`config.mk`:
```
export PLATFORM = sky130hd
export DESIGN_NAME = irrigation_sequencer
export DESIGN_NICKNAME = d
export VERILOG_FILES = /design/src/rtl/irrigation_pkg.sv /design/src/rtl/edge_sync.sv /design/src/rtl/irrigation_sequencer.sv
export SDC_FILE = /design/constraint.sdc
export NUM_CORES = 1
export LEC_CHECK = 0
export BUFFER_PORTS_ARGS = -buffer_cell sky130_fd_sc_hd__buf_2
export CAP_MARGIN = 20
export CORE_ASPECT_RATIO = 0.6
export CORE_MARGIN = 2
export CORE_UTILIZATION = 35
export CTS_CLUSTER_SIZE = 24
export DETAILED_ROUTE_END_ITERATION = 16
export SYNTH_ARGS = -nofsm -noshare
export SYNTH_HDL_FRONTEND = slang
export SYNTH_SLANG_ARGS = --single-unit
export TNS_END_PERCENT = 5
```
`constraint.sdc`:
```
create_clock -name clock -period 5.5 [get_ports clock]
set_input_delay 0.55 -clock clock [delete_from_list [all_inputs] [get_ports clock]]
set_output_delay 0.55 -clock clock [all_outputs]
set_load 0.02 [all_outputs]
```
`src/rtl/irrigation_pkg.sv`:
```
// Shared types and default sizing for the irrigation sequencer slice.
// The state encoding is fixed at 2 bits so downstream observers can decode it.
package irrigation_pkg;

  typedef enum logic [1:0] {
    IDLE  = 2'd0,
    ASP   = 2'd1,
    GOT   = 2'd2,
    ALARM = 2'd3
  } state_t;

  localparam int DEF_CNT_W     = 8;
  localparam int DEF_ASP_TICKS = 4;
  localparam int DEF_GOT_TICKS = 8;

endpackage

```
`src/rtl/edge_sync.sv`:
```
// Multi-flop synchronizer for an asynchronous level, plus a one-cycle pulse
// on each synchronized rising edge.
module edge_sync #(
  parameter int SYNC_STAGES = 2
) (
  input  logic clock,
  input  logic reset,
  input  logic d_in,
  output logic q_sync,
  output logic rise_pulse
);

  logic [SYNC_STAGES-1:0] sync_q;
  logic                   prev_q;

  // NOTE: non-blocking assignments make every stage capture the pre-edge value,
  // so the chain really shifts by one flop per clock.
  always_ff @(posedge clock or posedge reset) begin
    if (reset) begin
      sync_q <= '0;
      prev_q <= 1'b0;
    end else begin
      sync_q <= {sync_q[SYNC_STAGES-2:0], d_in};
      prev_q <= sync_q[SYNC_STAGES-1];
    end
  end

  assign q_sync     = sync_q[SYNC_STAGES-1];
  assign rise_pulse = q_sync & ~prev_q;

endmodule

```
`src/rtl/irrigation_sequencer.sv`:
```
// Irrigation controller: turns the divided sprinkler/drip clocks into ticks and
// runs a valve for a programmed tick count while the soil reads dry.
module irrigation_sequencer
  import irrigation_pkg::*;
#(
  parameter int SYNC_STAGES = 2,
  parameter int ASP_TICKS   = DEF_ASP_TICKS,
  parameter int GOT_TICKS   = DEF_GOT_TICKS,
  parameter int CNT_W       = DEF_CNT_W
) (
  input  logic             clock,
  input  logic             reset,
  input  logic             clock_asp_in,
  input  logic             clock_got_in,
  input  logic             soil_dry,
  input  logic             tank_low,
  input  logic             mode,
  output logic             valve_asp,
  output logic             valve_got,
  output logic             alarm,
  output logic             busy,
  output logic [CNT_W-1:0] ticks_left
);

  localparam logic [CNT_W-1:0] ASP_LOAD = CNT_W'(ASP_TICKS);
  localparam logic [CNT_W-1:0] GOT_LOAD = CNT_W'(GOT_TICKS);
  localparam logic [CNT_W-1:0] CNT_ONE  = CNT_W'(1);

  logic tick_asp, tick_got;
  logic asp_level, got_level;
  logic soil_dry_s, tank_low_s, mode_s;
  logic [2:0] sensor_rise;

  edge_sync #(.SYNC_STAGES(SYNC_STAGES)) u_asp (
    .clock(clock), .reset(reset), .d_in(clock_asp_in),
    .q_sync(asp_level), .rise_pulse(tick_asp)
  );

  edge_sync #(.SYNC_STAGES(SYNC_STAGES)) u_got (
    .clock(clock), .reset(reset), .d_in(clock_got_in),
    .q_sync(got_level), .rise_pulse(tick_got)
  );

  // Sensors only need the synchronized level; their edge pulses are not used.
  edge_sync #(.SYNC_STAGES(SYNC_STAGES)) u_soil (
    .clock(clock), .reset(reset), .d_in(soil_dry),
    .q_sync(soil_dry_s), .rise_pulse(sensor_rise[0])
  );

  edge_sync #(.SYNC_STAGES(SYNC_STAGES)) u_tank (
    .clock(clock), .reset(reset), .d_in(tank_low),
    .q_sync(tank_low_s), .rise_pulse(sensor_rise[1])
  );

  edge_sync #(.SYNC_STAGES(SYNC_STAGES)) u_mode (
    .clock(clock), .reset(reset), .d_in(mode),
    .q_sync(mode_s), .rise_pulse(sensor_rise[2])
  );

  state_t           state, state_next;
  logic [CNT_W-1:0] cnt, cnt_next;
  logic             run_tick;

  // NOTE: every variable gets a default before the case so no path leaves it
  // unassigned, which would otherwise infer a latch.
  always_comb begin
    state_next = state;
    cnt_next   = cnt;
    run_tick   = 1'b0;
    unique case (state)
      IDLE: begin
        cnt_next = '0;
        if (tank_low_s) begin
          state_next = ALARM;
        end else if (soil_dry_s) begin
          state_next = mode_s ? ASP : GOT;
          cnt_next   = mode_s ? ASP_LOAD : GOT_LOAD;
        end
      end
      ASP, GOT: begin
        // Each run listens only to its own rate; the other tick is ignored.
        run_tick = (state == ASP) ? tick_asp : tick_got;
        if (tank_low_s) begin
          state_next = ALARM;
          cnt_next   = '0;
        end else if (!soil_dry_s) begin
          state_next = IDLE;
          cnt_next   = '0;
        end else if (run_tick) begin
          if (cnt == CNT_ONE) begin
            state_next = IDLE;
            cnt_next   = '0;
          end else begin
            cnt_next = cnt - CNT_ONE;
          end
        end
      end
      ALARM: begin
        cnt_next = '0;
        if (!tank_low_s) state_next = IDLE;
      end
      default: begin
        state_next = IDLE;
        cnt_next   = '0;
      end
    endcase
  end

  // Outputs are registered from the next state so they never glitch.
  always_ff @(posedge clock or posedge reset) begin
    if (reset) begin
      state     <= IDLE;
      cnt       <= '0;
      valve_asp <= 1'b0;
      valve_got <= 1'b0;
      alarm     <= 1'b0;
      busy      <= 1'b0;
    end else begin
      state     <= state_next;
      cnt       <= cnt_next;
      valve_asp <= (state_next == ASP);
      valve_got <= (state_next == GOT);
      alarm     <= (state_next == ALARM);
      busy      <= (state_next == ASP) || (state_next == GOT);
    end
  end

  assign ticks_left = cnt;

endmodule
```
==> qor.yml <==
synthDistinctLibCells: 34
die_h_um: 49.33
coreArea_sq_um: 3263
htree_levels: 1
async_reset_ff_share_pct: 100.0
worst_slack_ps: 3219
via_per_inst: 5.114
drc_errors: 0
crit_path_end_kind: "register"
die_area_sq_um: 3924
worstSetupPathType: "reg2reg"
hold_class: "in2async"
synth_ff_type: "dfrtp_1"
finalCriticalPeriod_ps: 2281
crit_chain: "inv_1 -> ha_1 -> or3b_1 -> a211oi_2 -> o311ai_1 -> a22o_1 -> ha_1 -> inv_1"
cts_sinks: 26
rsz0062_at_grt: "false"
drt-met1-wl_um: 1260
fmax_mhz: 438.5
finalHoldViolations: 0
ant_nets: 0
slew_viol_final: 0
cts_buffers: 3
vias: 900
clk_pin_slew_ps: 90
grt_pass1_wl_um: 4084
ctsHoldBuffers: 0
syn_inst: 108
max_stage_delay_ps: 440
critPathRequiredTime_ps: 5680
leakage_nw: 0.6747
final_cells: 176
cp.arrival_ps: 2460
synth_edf_count: 0
slew_headroom_pct: 62.55
syn_avg_cell_area_sq_um: 11.10
dp_hpwl_um: 1789
port_buffers: 18
mostFrequentLayoutCell: "dfrtp_1"
crit_path_start_kind: "register"
firstDrtPassIters: 4
placed_area_sq_um: 1345
wl_um: 2423
r2r_slack_ps: 3220
cp_top_family: "compound AO/OA/AOI/OAI gates"
first_iter_violations: 36
ios: 19
dr_wl_met3_um: 142
post_cts_resized: 0
peakVddDrop_mv: 0.1661
pre_cts_slack_ps: 3224
final_cell_mix: "26 x dfrtp_1, 18 x buf_2, 11 x inv_1"
grt_pass1_vias: 863
fin_skew_ps: 8.092
crit_fanout: 6
critPathSlowestCell: "or3b_1"
syn2layout_area_growth_pct: 20.46
cp_num_buf_inv: 2
grt_use_total_pct: 13.64
fp-row-count: 16
cts.path.max_buffers: 2
ff2ff_path_depth: 8
diodes: 0
final_cell_area_sq_um: 1444
fin_nets: 147
status: "completed"
post-route-period-util_pct: 41.46
tns_ps: 0
cts_setup_buffers: 0
antenna_found_initial: 0
yosysSeqAreaShare_pct: 54.28
wl_met2_um: 1007
final-setup-viol-count: 0
rr_startpoint: "state[1]"
top_layer: "met4"
tightest_slew_ps: 554.0
start_util_pct: 36.73
synth-seq-cells: 26
clk_latency_ps: 270
cts_root_buffer: "clkbuf_8"
cts_tree: "built"
drive_gt1_share_pct: 19.85
dp_cells: 171
syn-num-nets: 123
yosysWarningCount: 0
grt_start_max_net_pins: 27
globalplace.congestion: 0.8008
die_w_um: 79.55
grt.overflow.total: 0
r2r_end: "busy"
syn_area_sq_um: 1199
maxCapViolations: 0
wl_per_cell_um: 13.77
power_density_nw_per_um2: 489.5
[cells in the mapped netlist (2+ instances only)]
cell       n  area, sq um
a22o_1     5        43.79
a22oi_1    2        15.01
dfrtp_1   26        650.6
ha_1       8        100.1
inv_1     11        41.29
nand2_1    4        15.01
nand3_1    2        10.01
nand4_1    2        12.51
nor2_1     8        30.03
nor2b_1    3        18.77
nor3_1     5        25.02
o211ai_1   2        15.01
o21ai_0    9        45.04
[how the worst max path moves through the flow]
| stage | slack (ps) | startpoint | depth (start not counted) | end |
|---|---|---|---|---|
| after floorplan | 3400 | ticks_left[1] | 8 | busy |
| after global placement | 3350 | state[1] | 8 | busy |
| after detailed placement | 3220 | state[1] | 8 | busy |
| after CTS | 3230 | state[1] | 8 | busy |
| after global routing | 3080 | state[1] | 8 | busy |
| final | 3220 | state[1] | 8 | busy |
[per-stage QoR]
stage,hold slack (ps),util (%),power [W]
finish,249.1,44.25,0.0007068
global route,280.7,44.25,0.0007612
CTS,355.5,43.40,0.0007055
detailed placement,334.7,41.22,0.0005468
global placement,332.3,41.22,0.0005416
floorplan,331.2,-,0.0004702
[flip-flops by register name (all words and copies together) (netlist names)]
signal         flops
u_got.sync_q       2
valve_asp          1
busy               1
state              2
u_asp.prev_q       1
u_soil.sync_q      2
alarm              1
u_asp.sync_q       2
valve_got          1
u_got.prev_q       1
u_tank.sync_q      2
ticks_left         8
u_mode.sync_q      2
[report_power, final]
part | internal (W) | total (W) | switching [W]
logic | 0.000115 | 0.000293 | 0.000179
clock network | 0.0000973 | 0.000157 | 0.0000595
registers | 0.000227 | 0.000257 | 0.0000302
total | 0.000439 | 0.000707 | 0.000268
[cell type report]
cell class	count	area [sq um]
Multi-Input combinational cell	71	506.7
Clock buffer	3	41.29
Timing Repair Buffer	19	117.6
Sequential cell	26	650.6
Clock inverter	1	30.03
Inverter	11	41.29
Fill cell	315	1819
Tap cell	45	56.30
[kinds of logic (layout without fill, tap and decap cells)]
family | after synthesis | in the layout | synth area share, %
buffers and inverters | 11 | 34 | 3.445
and+or+nand+nor | 35 | 35 | 16.60
AOI/OAI and AO/OA | 27 | 27 | 16.49
muxes | 1 | 1 | 0.8351
adders and majority gates | 8 | 8 | 8.351
DFF | 26 | 26 | 54.28
[metal layers]
layer / global-route usage [%] / up-vias
li1: - / 438
met1: 20.16 / 432
met2: 19.89 / 28
met3: 3.889 / 2
met4: 2.586 / 0
met5: 0 / -
Note: power is estimated with default switching activity, not from simulation.
